[config.mk]
export PLATFORM = sky130hd
export DESIGN_NAME = bypass_rf_wb_arbiter
export DESIGN_NICKNAME = d
export VERILOG_FILES = /design/src/rtl/bypass_rf_wb_arbiter_pkg.sv /design/src/rtl/bypass_rf_wb_arbiter_rr_pick2.sv /design/src/rtl/bypass_rf_wb_arbiter.sv
export SDC_FILE = /design/constraint.sdc
export NUM_CORES = 1
export LEC_CHECK = 0
export CAP_MARGIN = 20
export CORE_ASPECT_RATIO = 1.2
export CORE_MARGIN = 5
export CORE_UTILIZATION = 25
export CTS_CLUSTER_SIZE = 24
export DETAILED_ROUTE_END_ITERATION = 10
export HOLD_SLACK_MARGIN = 0.1
export PLACE_DENSITY = 0.45
export SETUP_SLACK_MARGIN = 0.05
export SYNTH_ARGS = -nofsm -noshare
export SYNTH_HDL_FRONTEND = slang
export SYNTH_SLANG_ARGS = --single-unit
[constraint.sdc]
create_clock -name CLK -period 7.09 [get_ports CLK]
set_clock_uncertainty 0.2 [all_clocks]
set_input_delay 1.418 -clock CLK [delete_from_list [all_inputs] [get_ports CLK]]
set_output_delay 1.418 -clock CLK [all_outputs]
set_load 0.01 [all_outputs]
[src/rtl/bypass_rf_wb_arbiter_pkg.sv]
// Shared types and constants for the bypass register file write-back arbiter.
// Holds the request payload, counter width and pointer width derivation.
package bypass_rf_wb_arbiter_pkg;

   localparam int CNT_W      = 16;
   localparam int WB_NAME_MX = 8;
   localparam int WB_DATA_MX = 64;

   // Widest payload any instance may carry; narrower instances zero-extend.
   typedef struct packed {
      logic [WB_NAME_MX-1:0] name;
      logic [WB_DATA_MX-1:0] data;
   } wb_req_t;

   function automatic int ptr_w(input int n);
      int w;
      w = 1;
      while ((1 << w) < n) w++;
      return w;
   endfunction

endpackage

[src/rtl/bypass_rf_wb_arbiter_rr_pick2.sv]
// Two-winner rotating priority picker.
// Index i_ptr has top priority; the first two set bits win.
module rr_pick2 #(
   parameter int NREQ = 4,
   parameter int PW   = 2
) (
   input  logic [NREQ-1:0] i_req,
   input  logic [PW-1:0]   i_ptr,
   output logic [NREQ-1:0] o_gnt_a,
   output logic [NREQ-1:0] o_gnt_b,
   output logic            o_va,
   output logic            o_vb
);

   logic [PW-1:0] w_idx;

   always_comb begin
      o_gnt_a = '0;
      o_gnt_b = '0;
      o_va    = 1'b0;
      o_vb    = 1'b0;
      w_idx   = i_ptr;
      for (int k = 0; k < NREQ; k++) begin
         if (i_req[w_idx]) begin
            if (!o_va) begin
               o_gnt_a[w_idx] = 1'b1;
               o_va           = 1'b1;
            end else if (!o_vb) begin
               o_gnt_b[w_idx] = 1'b1;
               o_vb           = 1'b1;
            end
         end
         // Explicit wrap so non-power-of-two NREQ never walks off the end.
         if (w_idx == PW'(NREQ - 1)) w_idx = '0;
         else                        w_idx = w_idx + PW'(1);
      end
   end

endmodule

[src/rtl/bypass_rf_wb_arbiter.sv]
// Write-back arbiter: shares the two register file write ports among
// NREQ requesters with rotating priority and a one-stage output register.
module bypass_rf_wb_arbiter
   import bypass_rf_wb_arbiter_pkg::*;
#(
   parameter int NREQ       = 4,
   parameter int name_width = 1,
   parameter int data_width = 1,
   parameter int ptr_width  = 2
) (
   input  logic                       CLK,
   input  logic                       RST,
   input  logic [NREQ-1:0]            REQ_VALID,
   input  logic [NREQ*name_width-1:0] REQ_NAME,
   input  logic [NREQ*data_width-1:0] REQ_DATA,
   output logic [NREQ-1:0]            REQ_READY,
   output logic                       WE_1,
   output logic                       WE_2,
   output logic [name_width-1:0]      NAME_IN_1,
   output logic [name_width-1:0]      NAME_IN_2,
   output logic [data_width-1:0]      D_IN_1,
   output logic [data_width-1:0]      D_IN_2,
   output logic [CNT_W-1:0]           CONFLICT_CNT
);

   logic [ptr_width-1:0] r_ptr;
   logic                 r_we1;
   logic                 r_we2;
   wb_req_t              r_p1;
   wb_req_t              r_p2;
   logic [CNT_W-1:0]     r_cnt;

   logic [NREQ-1:0]      w_gnt_a;
   logic [NREQ-1:0]      w_gnt_b;
   logic                 w_va;
   logic                 w_vb;
   logic                 w_gb;
   logic                 w_same;
   logic                 w_conf;
   logic [ptr_width-1:0] w_idx_a;
   logic [ptr_width-1:0] w_idx_b;
   logic [ptr_width-1:0] w_last;
   logic [ptr_width-1:0] w_ptr_nxt;
   wb_req_t              w_pay_a;
   wb_req_t              w_pay_b;
   logic                 w_unused;

   rr_pick2 #(
      .NREQ (NREQ),
      .PW   (ptr_width)
   ) u_pick (
      .i_req   (REQ_VALID),
      .i_ptr   (r_ptr),
      .o_gnt_a (w_gnt_a),
      .o_gnt_b (w_gnt_b),
      .o_va    (w_va),
      .o_vb    (w_vb)
   );

   always_comb begin
      w_idx_a = '0;
      w_idx_b = '0;
      w_pay_a = '0;
      w_pay_b = '0;
      for (int i = 0; i < NREQ; i++) begin
         if (w_gnt_a[i]) begin
            w_idx_a = ptr_width'(i);
            w_pay_a.name[name_width-1:0] =
               REQ_NAME[i*name_width +: name_width];
            w_pay_a.data[data_width-1:0] =
               REQ_DATA[i*data_width +: data_width];
         end
         if (w_gnt_b[i]) begin
            w_idx_b = ptr_width'(i);
            w_pay_b.name[name_width-1:0] =
               REQ_NAME[i*name_width +: name_width];
            w_pay_b.data[data_width-1:0] =
               REQ_DATA[i*data_width +: data_width];
         end
      end
   end

   // Two writes to one name in a cycle would race; B waits instead.
   assign w_same = w_vb && (w_pay_a.name == w_pay_b.name);
   assign w_gb   = w_vb && !w_same;

   assign w_last    = w_gb ? w_idx_b : w_idx_a;
   assign w_ptr_nxt = (w_last == ptr_width'(NREQ - 1)) ?
                      '0 : w_last + ptr_width'(1);

   assign w_conf = ($countones(REQ_VALID) > 2);

   always_comb begin
      REQ_READY = '0;
      if (!RST) begin
         if (w_va) REQ_READY = REQ_READY | w_gnt_a;
         if (w_gb) REQ_READY = REQ_READY | w_gnt_b;
      end
   end

   always_ff @(posedge CLK) begin
      if (RST) begin
         r_ptr <= '0;
         r_we1 <= 1'b0;
         r_we2 <= 1'b0;
         r_p1  <= '0;
         r_p2  <= '0;
         r_cnt <= '0;
      end else begin
         r_we1 <= w_va;
         r_we2 <= w_gb;
         if (w_va) begin
            r_p1  <= w_pay_a;
            r_ptr <= w_ptr_nxt;
         end
         if (w_gb) r_p2 <= w_pay_b;
         if (w_conf && (r_cnt != '1))
            r_cnt <= r_cnt + CNT_W'(1);
      end
   end

   assign WE_1         = r_we1;
   assign WE_2         = r_we2;
   assign NAME_IN_1    = r_p1.name[name_width-1:0];
   assign NAME_IN_2    = r_p2.name[name_width-1:0];
   assign D_IN_1       = r_p1.data[data_width-1:0];
   assign D_IN_2       = r_p2.data[data_width-1:0];
   assign CONFLICT_CNT = r_cnt;

   // Padding bits above the instance widths are always zero.
   assign w_unused = ^{r_p1, r_p2};

endmodule

---- After elaboration in Yosys (flattened, before gate mapping) ----
Cells that the tools add are included.
word-level totals
  register bits ........................... 24
  input bits .............................. 14
  output and inout port bits .............. 26
  logic and storage cells ................. 117
operators by class
  add/sub/neg operators ................... 8
  $lt $le $gt $ge ......................... 9
  eq/ne operators ......................... 6
  mux-type cells .......................... 72
  bitwise gates (word level) .............. 6
  reduce and logical (&&, ||, !) cells .... 8
operator list
  operator                                                                       number
  4-bit 2-to-1 mux                                                               19
  1-bit 2-to-1 mux                                                               36
  4-bit bitwise OR                                                               6
  2-bit 2-to-1 mux                                                               9
  16-bit by 1-bit adder with 16-bit output (second input constant)               1
  16-bit inequality test (second input constant)                                 1
  2-bit by 3-bit less-than comparator with 1-bit output (second input constant)  4
  2-bit by 1-bit adder with 2-bit output (second input constant)                 4
  1-bit binary-select mux with 2-bit select                                      4
  1-bit demux with 2-bit select                                                  4
  2-bit equality test (second input constant)                                    4
  2-bit by 1-bit >= comparator with 1-bit output (second input constant)         4
  1-bit logical AND                                                              7
  1-bit by 1-bit adder with 2-bit output                                         2
  2-bit by 2-bit adder with 3-bit output                                         1
  3-bit by 2-bit > comparator with 1-bit output (second input constant)          1
  1-bit equality test                                                            1
  1-bit logical NOT                                                              1

---- Logic depth before layout (Yosys ltp) ----
Gate-level depths: netlist of the first run.
  depth in word-level cells ............... 27
  gate-level depth with buffers ........... 14
  gate-level depth less buffers ........... 13

---- Modules after synthesis ----
A second synthesis of the first run with hierarchy kept.
second synthesis, totals
  cells, all modules ...................... 250
  area total of the unflattened synthesis .. 2050.7 um^2
by module, submodules not included
  module                instances  cells an instance  area each (um^2)  sequential area each (um^2)
  bypass_rf_wb_arbiter  1          175                1453.9            480.5
  rr_pick2              1          75                 596.8             0.0

---- Least setup slack after synthesis of the first run ----
OpenSTA, ideal clock, no wires.
  path kind ............................... register to output
  start point ............................. register r_ptr[0]
  end point ............................... output port REQ_READY[3]
  data arrival time ....................... 4026 ps
  setup slack ............................. 1446 ps
  stages on the path, launching flop included .. 14
  path buffers ............................ 1
  path through ............................ dfxtp_1 > ha_1 > clkbuf_1 > nor2_2 > inv_1 > fa_1 > mux2_2 > mux2_2 > mux2i_1 > a221oi_4 > mux2_2 > nor4b_4 > nor2_1 > o32ai_1
between the ends
  word-level cells in the longest chain between the ends .. 26
RTL lines
  what                                                                                                       line                                                                                                           text
  from (decl)                                                                                                bypass_rf_wb_arbiter.sv:26                                                                                     logic [ptr_width-1:0] r_ptr;
  from (signal assigned)                                                                                     bypass_rf_wb_arbiter.sv:114                                                                                    r_ptr <= w_ptr_nxt;
  2-bit by 1-bit adder with 2-bit output or 2-bit equality test (tied branches)                              bypass_rf_wb_arbiter_rr_pick2.sv:35, bypass_rf_wb_arbiter_rr_pick2.sv:34
  2-bit 2-to-1 mux                                                                                           bypass_rf_wb_arbiter_rr_pick2.sv:34                                                                            if (w_idx == PW'(NREQ - 1)) w_idx = '0;
  2-bit by 1-bit adder with 2-bit output, or another cell as far along                                       bypass_rf_wb_arbiter_rr_pick2.sv:35                                                                            else w_idx = w_idx + PW'(1);
  2-bit 2-to-1 mux or 1-bit logical AND (tied branches)                                                      bypass_rf_wb_arbiter_rr_pick2.sv:34, bypass_rf_wb_arbiter_rr_pick2.sv:26, bypass_rf_wb_arbiter_rr_pick2.sv:29
  2-bit by 3-bit less-than comparator with 1-bit output (not written as such), or another cell as far along  bypass_rf_wb_arbiter_rr_pick2.sv:26, bypass_rf_wb_arbiter_rr_pick2.sv:29
  1-bit logical AND (not written as such) or 1-bit demux with 2-bit select (tied branches)                   -
  1-bit 2-to-1 mux (not written as such) or 4-bit 2-to-1 mux (tied branches)                                 bypass_rf_wb_arbiter_rr_pick2.sv:26, bypass_rf_wb_arbiter_rr_pick2.sv:29, bypass_rf_wb_arbiter_rr_pick2.sv:25
  1-bit demux with 2-bit select or 4-bit 2-to-1 mux (tied branches)                                          -
  (+7 left out)                                                                                              -
  4-bit 2-to-1 mux                                                                                           bypass_rf_wb_arbiter_rr_pick2.sv:24                                                                            if (i_req[w_idx]) begin
  1-bit 2-to-1 mux (4 in series)                                                                             bypass_rf_wb_arbiter.sv:73                                                                                     if (w_gnt_b[i]) begin
  1-bit equality test                                                                                        bypass_rf_wb_arbiter.sv:84                                                                                     assign w_same = w_vb && (w_pay_a.name == w_pay_b.name);
  1-bit logical AND                                                                                          bypass_rf_wb_arbiter.sv:84
  1-bit logical NOT                                                                                          bypass_rf_wb_arbiter.sv:85                                                                                     assign w_gb = w_vb && !w_same;
  1-bit logical AND                                                                                          bypass_rf_wb_arbiter.sv:85
  4-bit 2-to-1 mux *                                                                                         bypass_rf_wb_arbiter.sv:97                                                                                     if (w_gb) REQ_READY = REQ_READY | w_gnt_b;
  4-bit 2-to-1 mux *                                                                                         bypass_rf_wb_arbiter.sv:95                                                                                     if (!RST) begin
  to (decl)                                                                                                  bypass_rf_wb_arbiter.sv:16                                                                                     output logic [NREQ-1:0] REQ_READY,
Mark *: on every way between the ends. The rest lies on a longest branch, timed or not. The select of a mux whose other input is x is not followed.

---- Worst setup path in the final report of the first run ----
  start point ............................. input port REQ_VALID[0]
  end point ............................... output port REQ_READY[3]
between the ends
  word-level cells in the longest chain between the ends .. 23
RTL lines
  what                                       line                                 text
  from (decl)                                bypass_rf_wb_arbiter.sv:13           input logic [NREQ-1:0] REQ_VALID,
  1-bit binary-select mux with 2-bit select  bypass_rf_wb_arbiter_rr_pick2.sv:24
  1-bit 2-to-1 mux (not written as such)     bypass_rf_wb_arbiter_rr_pick2.sv:24
  1-bit 2-to-1 mux                           bypass_rf_wb_arbiter_rr_pick2.sv:24
  4-bit 2-to-1 mux                           bypass_rf_wb_arbiter_rr_pick2.sv:25  if (!o_va) begin
  4-bit 2-to-1 mux                           bypass_rf_wb_arbiter_rr_pick2.sv:24
  4-bit bitwise OR (no source line)          -
  4-bit 2-to-1 mux                           bypass_rf_wb_arbiter_rr_pick2.sv:28  end else if (!o_vb) begin
  4-bit 2-to-1 mux                           bypass_rf_wb_arbiter_rr_pick2.sv:25
  (+4 left out)                              -
  4-bit 2-to-1 mux                           bypass_rf_wb_arbiter_rr_pick2.sv:24
  1-bit 2-to-1 mux (4 in series)             bypass_rf_wb_arbiter.sv:73
  1-bit equality test                        bypass_rf_wb_arbiter.sv:84
  1-bit logical AND                          bypass_rf_wb_arbiter.sv:84
  1-bit logical NOT                          bypass_rf_wb_arbiter.sv:85
  1-bit logical AND                          bypass_rf_wb_arbiter.sv:85
  4-bit 2-to-1 mux *                         bypass_rf_wb_arbiter.sv:97
  4-bit 2-to-1 mux *                         bypass_rf_wb_arbiter.sv:95
Marks and branches as above.

==> metrics.md, run 1 <==
| Metric | Value |
|---|---|
| CP max FO | 9 |
| Final Instance Count excl. Fillers | 405 |
| WL final | approximately 6.3 mm |
| Remaining antenna violation count | 0 |
| Internal Power | 0.000640 W |
| Crit. Startpoint | REQ_VALID[0] |
| Sw frac | 49.8% |
| Share of layout cells above drive strength 1 | 11.3% |
| TritonCTS Sinks | 24 |
| Data required time at the worst endpoint | 5470 ps |
| CP Capture Point | REQ_READY[3] |
| Synth Flop Type | dfxtp_1 |
| Post-Syn Area | 2090 um^2 |
| Hold_buf cts | 0 |
| Post-synth ARST share | 0% |
| RSZ-0062 raised after global routing | false |
| Slowest stage delay, CP | 600 ps |
| Fin. Hold Viols | 0 |
| Avg Inst Size Synth | 8.35 um^2 |
| Area grow syn2layout | 29.3% |
| Die Y-Extent | 110 um |
| Seq cells post-synth | 24 |
| Post-route DRC | 0 |
| Reg2Reg Depth | 13 |
| Final layout net count | 319 |
| GRT Total Usage | between 10% and 20% |
| Via Count | 1980 |
| Clock latency at the later pin of the worst-skew pair | 260 ps |
| Relative slew slack | 58.1% |
| Post-synthesis cell count | 250 |
| HP Class | flip-flop to flip-flop |
| Final setup viols | 0 |
| YS warnings | 0 |
| CTS max path bufs | 2 |
| Initial DRC Count | 62 |
| Clock share of power | 6.3% |
| Drt via density | just under 5 |
| EDFF count, synth | 0 |
| Grt ovf | 0 |
| Root Driver | clkbuf_8 |
| FF-to-FF End | r_ptr[0]$_SDFFE_PP0N_ |
| Die X | 93.4 um |
| Core ar. | 8150 um^2 |
| Clock transition at path regs | 80 ps |
| First-pass DRT Iterations | 4 |
| Commonest non-fill, non-tap cell in the layout | clkdlybuf4s50_1 |
| DIE AREA | 10300 um^2 |
| Final RePlAce weighted congestion | 0.899 |
| Routed len/inst | 15.5 um |
| Vias in the first global route | 2038 |
| Max-cap violations | 0 |
| Pwr Density | 472 nW/um^2 |
| Worst Tran Pin Value | approximately 620 ps |
| # rows | 36 |
| Ant diodes | 0 |
| Psw | 0.000634 W |
| Critical path type | primary input to primary output |
| Crit path DAT | ~5200 ps |
| Sequential Power Share | 13.1% |
| Worst path cell trace | clkdlybuf4s50_1, mux2_2, mux2_2, or2_2, a311oi_2, and3_1, a221o_2, nor4b_4, nor2_1, o32ai_1, clkdlybuf4s50_1 |
| Setup crit end kind | primary output |
| H-tree depth | 1 |
| Final Max Tran Viols | 0 |
| Final setup TNS | 0 ps |
| Unique masters post-synth | 61 |
| Slowest-stage cell, CP | clkdlybuf4s50_1 |
| Reg2reg setup slack | 2530 ps |
| Final Critical Period | 6850 ps |
| Max VDD drop | 0.124 mV |
| RR Startpoint | r_ptr[1]$_SDFFE_PP0N_ |
| Sequential fraction of the synthesis area | between 20% and 30% |
| CTS tree | yes |
| Initial Utilization | 25.6% |
| Port Buf Inserts | 39 |
| Largest net degree at the start of global routing | 20 |
| # IOs | 40 |
| Detailed Place HPWL | 4.93 mm |
| Nature of the critical path startpoint | primary input |
| Leakage | 1.01 nW |
| Net count after synthesis | between 200 and 300 |
| Initial antenna violation count | 0 |
| Inst Count DP | 399 |
| Max Clock Freq | 146 MHz |
| Share of the clock period used by the worst path | 96.7% |
| Most frequent cells in the layout | clkdlybuf4s50_1 (38), nor2_1 (30), dfxtp_1 (24), nand2_1 (21) |
| First-pass GRT wire length | around 10 mm |
| CTS buffer count | 3 |
| Status | completed |
| Fin Hold WS | 278 ps |
| Comb pwr share | 80.6% |
==> how the worst min path moves through the flow <==
stage | end | start | cells after the start
after CTS | NAME_IN_2$_SDFFE_PP0N_ | NAME_IN_2$_SDFFE_PP0N_ | 2
after detailed placement | NAME_IN_2$_SDFFE_PP0N_ | NAME_IN_2$_SDFFE_PP0N_ | 2
final | NAME_IN_2$_SDFFE_PP0N_ | NAME_IN_2$_SDFFE_PP0N_ | 2
after floorplan | NAME_IN_2$_SDFFE_PP0N_ | NAME_IN_2$_SDFFE_PP0N_ | 2
after global routing | NAME_IN_2$_SDFFE_PP0N_ | NAME_IN_2$_SDFFE_PP0N_ | 2
after global placement | NAME_IN_2$_SDFFE_PP0N_ | NAME_IN_2$_SDFFE_PP0N_ | 2
==> critical path, delay by kind of cell <==
kind / cells / cell delay, ps
compound gates: 3 / 880
simple gates: 4 / 1080
mux: 2 / 710
buf+inv: 2 / 1130
==> state kept, by name (all words and copies together) (netlist names) <==
name / flops
CONFLICT_CNT: 16
WE_2: 1
NAME_IN_1: 1
D_IN_1: 1
r_ptr: 2
NAME_IN_2: 1
D_IN_2: 1
WE_1: 1
==> power groups by stage <==
stage | logic [W] | registers, W | clock network, W
global route | 0.00113 | 0.000170 | 0.0000910
CTS | 0.00100 | 0.000168 | 0.0000849
detailed placement | 0.000995 | 0.000171 | 0
finish | 0.00103 | 0.000167 | 0.0000801
global placement | 0.00101 | 0.000171 | 0
floorplan | 0.000729 | 0.000177 | 0
==> synth_stat cells (all sizes together) (6+ instances only) <==
cell   count  share of area [%]
mux2i     11                5.3
nor3       6                1.7
dfxtp     24                 23
nand3      9                2.2
xor2       8                3.4
a21oi     12                3.1
xnor2      6                2.5
inv        9                1.6
nand2     21                3.8
nor2      31                5.7
mux2       8                4.5
o21ai     10                2.4
ha        10                6.0
==> per-stage QoR <==
step | power, W | util [%] | setup slack [ps] | area [um^2]
finish | 0.00127 | 33.1 | 237 | 2700
global placement | 0.00118 | 32.1 | 25.6 | 2620
CTS | 0.00125 | 32.6 | 134 | 2660
global route | 0.00139 | 33.1 | 48.7 | 2700
floorplan | 0.000906 | - | 1450 | 2090
detailed placement | 0.00117 | 32.1 | 144 | 2620
==> per-layer routing <==
metal / vias to the layer above / wire length [um] / track usage, %
li1: 1007 / - / -
met1: 929 / 2670 / 14.7
met2: 36 / 3260 / 22.9
met3: 8 / 261 / 2.72
met4: 0 / 102 / 4.71
met5: - / 0 / 0
==> cell type report <==
class | instances | area [um^2]
well taps | 114 | 143
flip-flops and latches | 24 | 480
repair buffers | 47 | 453
multi-input cells | 208 | 1550
clock buffers | 3 | 41.3
inverters | 9 | 33.8
fillers | 877 | 5450
==> logic make-up after synthesis <==
kind of cell    after synthesis  share of synthesized area (%)
simple gates                 96                           24.0
fa+ha+maj                    13                           8.39
buf+inv                      18                           3.71
xor+xnor                     14                           5.87
mux                          21                           11.9
compound gates               64                           23.1
flops                        24                           23.0
==> repair_timing <==
item | 4_1_cts | 5_1_grt
setup buffers | 0 | 3
endpoints found under the setup margin | 0 | 3
resized for setup | 0 | 4
Power figures use the tool's default switching activity.
==> inputs of run 2 (changes only) <==
--- a/config.mk
+++ b/config.mk
@@ -14,6 +14,7 @@
 export HOLD_SLACK_MARGIN = 0.1
 export PLACE_DENSITY = 0.45
 export SETUP_SLACK_MARGIN = 0.05
+export SLEW_MARGIN = 20
 export SYNTH_ARGS = -nofsm -noshare
 export SYNTH_HDL_FRONTEND = slang
 export SYNTH_SLANG_ARGS = --single-unit
==> results of run 2 <==
Same layout as run 1: the final DEF is identical, and so are final timing and power.
==> inputs of run 3 (changes only) <==
--- a/config.mk
+++ b/config.mk
@@ -12,9 +12,10 @@
 export CTS_CLUSTER_SIZE = 24
 export DETAILED_ROUTE_END_ITERATION = 10
 export HOLD_SLACK_MARGIN = 0.1
-export PLACE_DENSITY = 0.45
+export PLACE_DENSITY = 0.46
 export SETUP_SLACK_MARGIN = 0.05
 export SLEW_MARGIN = 20
 export SYNTH_ARGS = -nofsm -noshare
 export SYNTH_HDL_FRONTEND = slang
+export SYNTH_HIERARCHICAL = 1
 export SYNTH_SLANG_ARGS = --single-unit
==> metrics.md, run 3 <==
| Metric | Value |
|---|---|
| Share of the clock period used by the worst path | 95.2% |
| First-pass DRT Iterations | 4 |
| Most common cell in the netlist | nor2_1 |
| TritonCTS Sinks | 24 |
| Final layout net count | 311 |
| Nature of the critical path startpoint | primary input |
| Initial Utilization | between 20% and 30% |
| GRT Total Usage | 11.1% |
| Comb pwr share | 71.4% |
| Routed len/inst | roughly 14 um |
| Relative slew slack | 60.5% |
| Initial antenna violation count | 0 |
| RSZ-0062 raised after global routing | false |
| Most frequent cells in the layout | clkdlybuf4s50_1 (39), nor2_1 (27), dfxtp_1 (24), xnor2_1 (16), inv_1 (15) |
| Hold depth | 2 |
| # fillers | 856 |
| Footprint of the multi-input gates | 1440 um^2 |
| Seq. cell area | 480 um^2 |
| # rows | 36 |
| Die Y-Extent | 109 um |
| Synth cell count leaders | nor2_1 (27), dfxtp_1 (24), a21oi_1 (16), xnor2_1 (16), inv_1 (15) |
| YS warnings | 6 |
| Post-synthesis cell count | between 200 and 300 |
| EDFF count, synth | 0 |
| HP Class | flip-flop to flip-flop |
| Data required time at the worst endpoint | 5470 ps |
| Post-route DRC | 0 |
| CP max FO | 11 |
| Post-Syn Area | approximately 2000 um^2 |
| Synth Flop Type | dfxtp_1 |
| Final setup TNS | 0 ps |
| Remaining antenna violation count | 0 |
| Net count after synthesis | between 200 and 300 |
| Initial DRC Count | 73 |
| Detailed Place HPWL | ~4.2 mm |
| CTS tree | yes |
| Via Count | roughly 1900 |
| Area grow syn2layout | 27.3% |
| Clock transition at path regs | approximately 90 ps |
| Max reg flops | 16 |
| Yosys top cell area share | 23.4% |
| Core ar. | 8060 um^2 |
| H-tree depth | 1 |
| Psw | 0.000438 W |
| Synth area leader | dfxtp_1 |
| DIE AREA | roughly 10000 um^2 |
| Final Instance Count excl. Fillers | 382 |
| Commonest non-fill, non-tap cell in the layout | clkdlybuf4s50_1 |
| Vias in the first global route | 1963 |
| Die X | 92.7 um |
| Grt ovf | 0 |
| Synth top area cells | dfxtp_1 (23%), xnor2_1 (6.8%), nor2_1 (4.9%), ha_1 (4.9%), a21oi_1 (3.9%) |
| Sequential Power Share | 16.6% |
| Port Buf Inserts | 39 |
| Leakage | about 0.94 nW |
| Worst Tran Pin Value | about 580 ps |
| Reg2Reg Depth | 11 |
| Fin. Hold Viols | 0 |
| # IOs | 40 |
| Largest net degree at the start of global routing | 25 |
| CTS buffer count | 3 |
| Inst Count DP | 378 |
| Final worst setup slack | 339 ps |
| Pre-CTS WS | 250 ps |
| Status | completed |
| Sw frac | 43.7% |
| Internal Power | 0.000563 W |
| Ant diodes | 0 |
| Seq cells post-synth | 24 |
| Avg Inst Size Synth | ~8.2 um^2 |
| Root Driver | clkbuf_8 |
| Max VDD drop | 0.106 mV |
| Post-synth ARST share | 0% |
| Final setup viols | 0 |
| Final RePlAce weighted congestion | 0.766 |
| Hold_buf cts | 0 |
| Unique masters post-synth | 58 |
| Max Clock Freq | 148 MHz |
| CTS max path bufs | 2 |
| Crit path DAT | 5130 ps |
| Critical path type | primary input to primary output |
| WL final | 5.49 mm |
| Setup crit end kind | primary output |
| Drt via density | roughly 5.0 |
| Share of layout cells above drive strength 1 | 11.1% |
| Clock latency at the later pin of the worst-skew pair | about 260 ps |
| Max-cap violations | 0 |
| Sequential fraction of the synthesis area | 23.4% |
| Clock share of power | a little under an eighth |
| Final Max Tran Viols | 0 |
| Final Critical Period | between 6000 and 7000 ps |
| First-pass GRT wire length | 9.29 mm |
| Pwr Density | around 380 nW/um^2 |
[run 3: cells by family (layout without fill, tap and decap cells)]
group	Yosys count	count (layout)	synth area share, %
fa+ha+maj	9	9	5.86
compound gates	61	61	21.8
simple gates	100	100	27.6
flops	24	24	23.4
xor+xnor	18	18	7.69
mux	10	10	6.96
buf+inv	28	65	6.71
[run 3: path summary, 6_finish.rpt]
| kind | start | end | slack, ps |
|---|---|---|---|
| setup / recovery | REQ_VALID[3] | REQ_READY[1] | 340 |
| hold / removal | D_IN_1$_SDFFE_PP0P_ | D_IN_1$_SDFFE_PP0P_ | 300 |
| setup reg to reg | r_ptr[1]$_SDFFE_PP0P_ | D_IN_2$_SDFFE_PP0N_ | 2960 |
| hold reg to reg | D_IN_1$_SDFFE_PP0P_ | D_IN_1$_SDFFE_PP0P_ | 300 |
[run 3: through the flow]
step	hold slack, ps	area [um^2]	util [%]	power (W)
after global routing	325	2610	32.4	0.00110
after CTS	302	2600	32.3	0.00101
after floorplan	305	2050	-	0.000689
final	298	2610	32.4	0.00100
after global placement	277	2530	31.4	0.000883
after detailed placement	282	2530	31.4	0.000881
[run 3: timing repair]
item,4_1_cts,5_1_grt
endpoints found under the setup margin,0,4
gates resized for setup,0,2
setup buffers,0,0
[run 3: worst max-delay path, stage by stage]
cell	delay [ps]
clkdlybuf4s50_1	660
or3b_2	490
o22ai_1	160
o2bb2ai_1	280
o2bb2ai_2	190
a221o_1	350
a211oi_1	100
a211oi_2	290
xnor2_1	140
nor3_2	290
a22o_1	210
clkdlybuf4s50_1	540
[run 3: power by group through the flow]
stage | logic, W | registers, W | clock network [W]
finish | 0.000715 | 0.000166 | 0.000120
detailed placement | 0.000711 | 0.000170 | 0
global placement | 0.000714 | 0.000169 | 0
floorplan | 0.000514 | 0.000175 | 0
CTS | 0.000716 | 0.000166 | 0.000127
global route | 0.000794 | 0.000169 | 0.000133
[run 3: cell type report]
| cell class | instances | share of cell area (%) |
|---|---|---|
| repair buffers | 46 | 17.0 |
| clock buffers | 3 | 1.58 |
| flip-flops and latches | 24 | 18.4 |
| clock inverters | 1 | 1.15 |
| inverters | 15 | 2.16 |
| multi-input cells | 198 | 55.2 |
| well taps | 95 | 4.55 |
[run 3: per-layer routing]
metal,track usage (%),vias up,wire length (um)
li1,-,980,-
met1,13.9,906,2510
met2,19.2,35,2660
met3,2.62,5,258
met4,2.72,0,63
met5,0,-,0
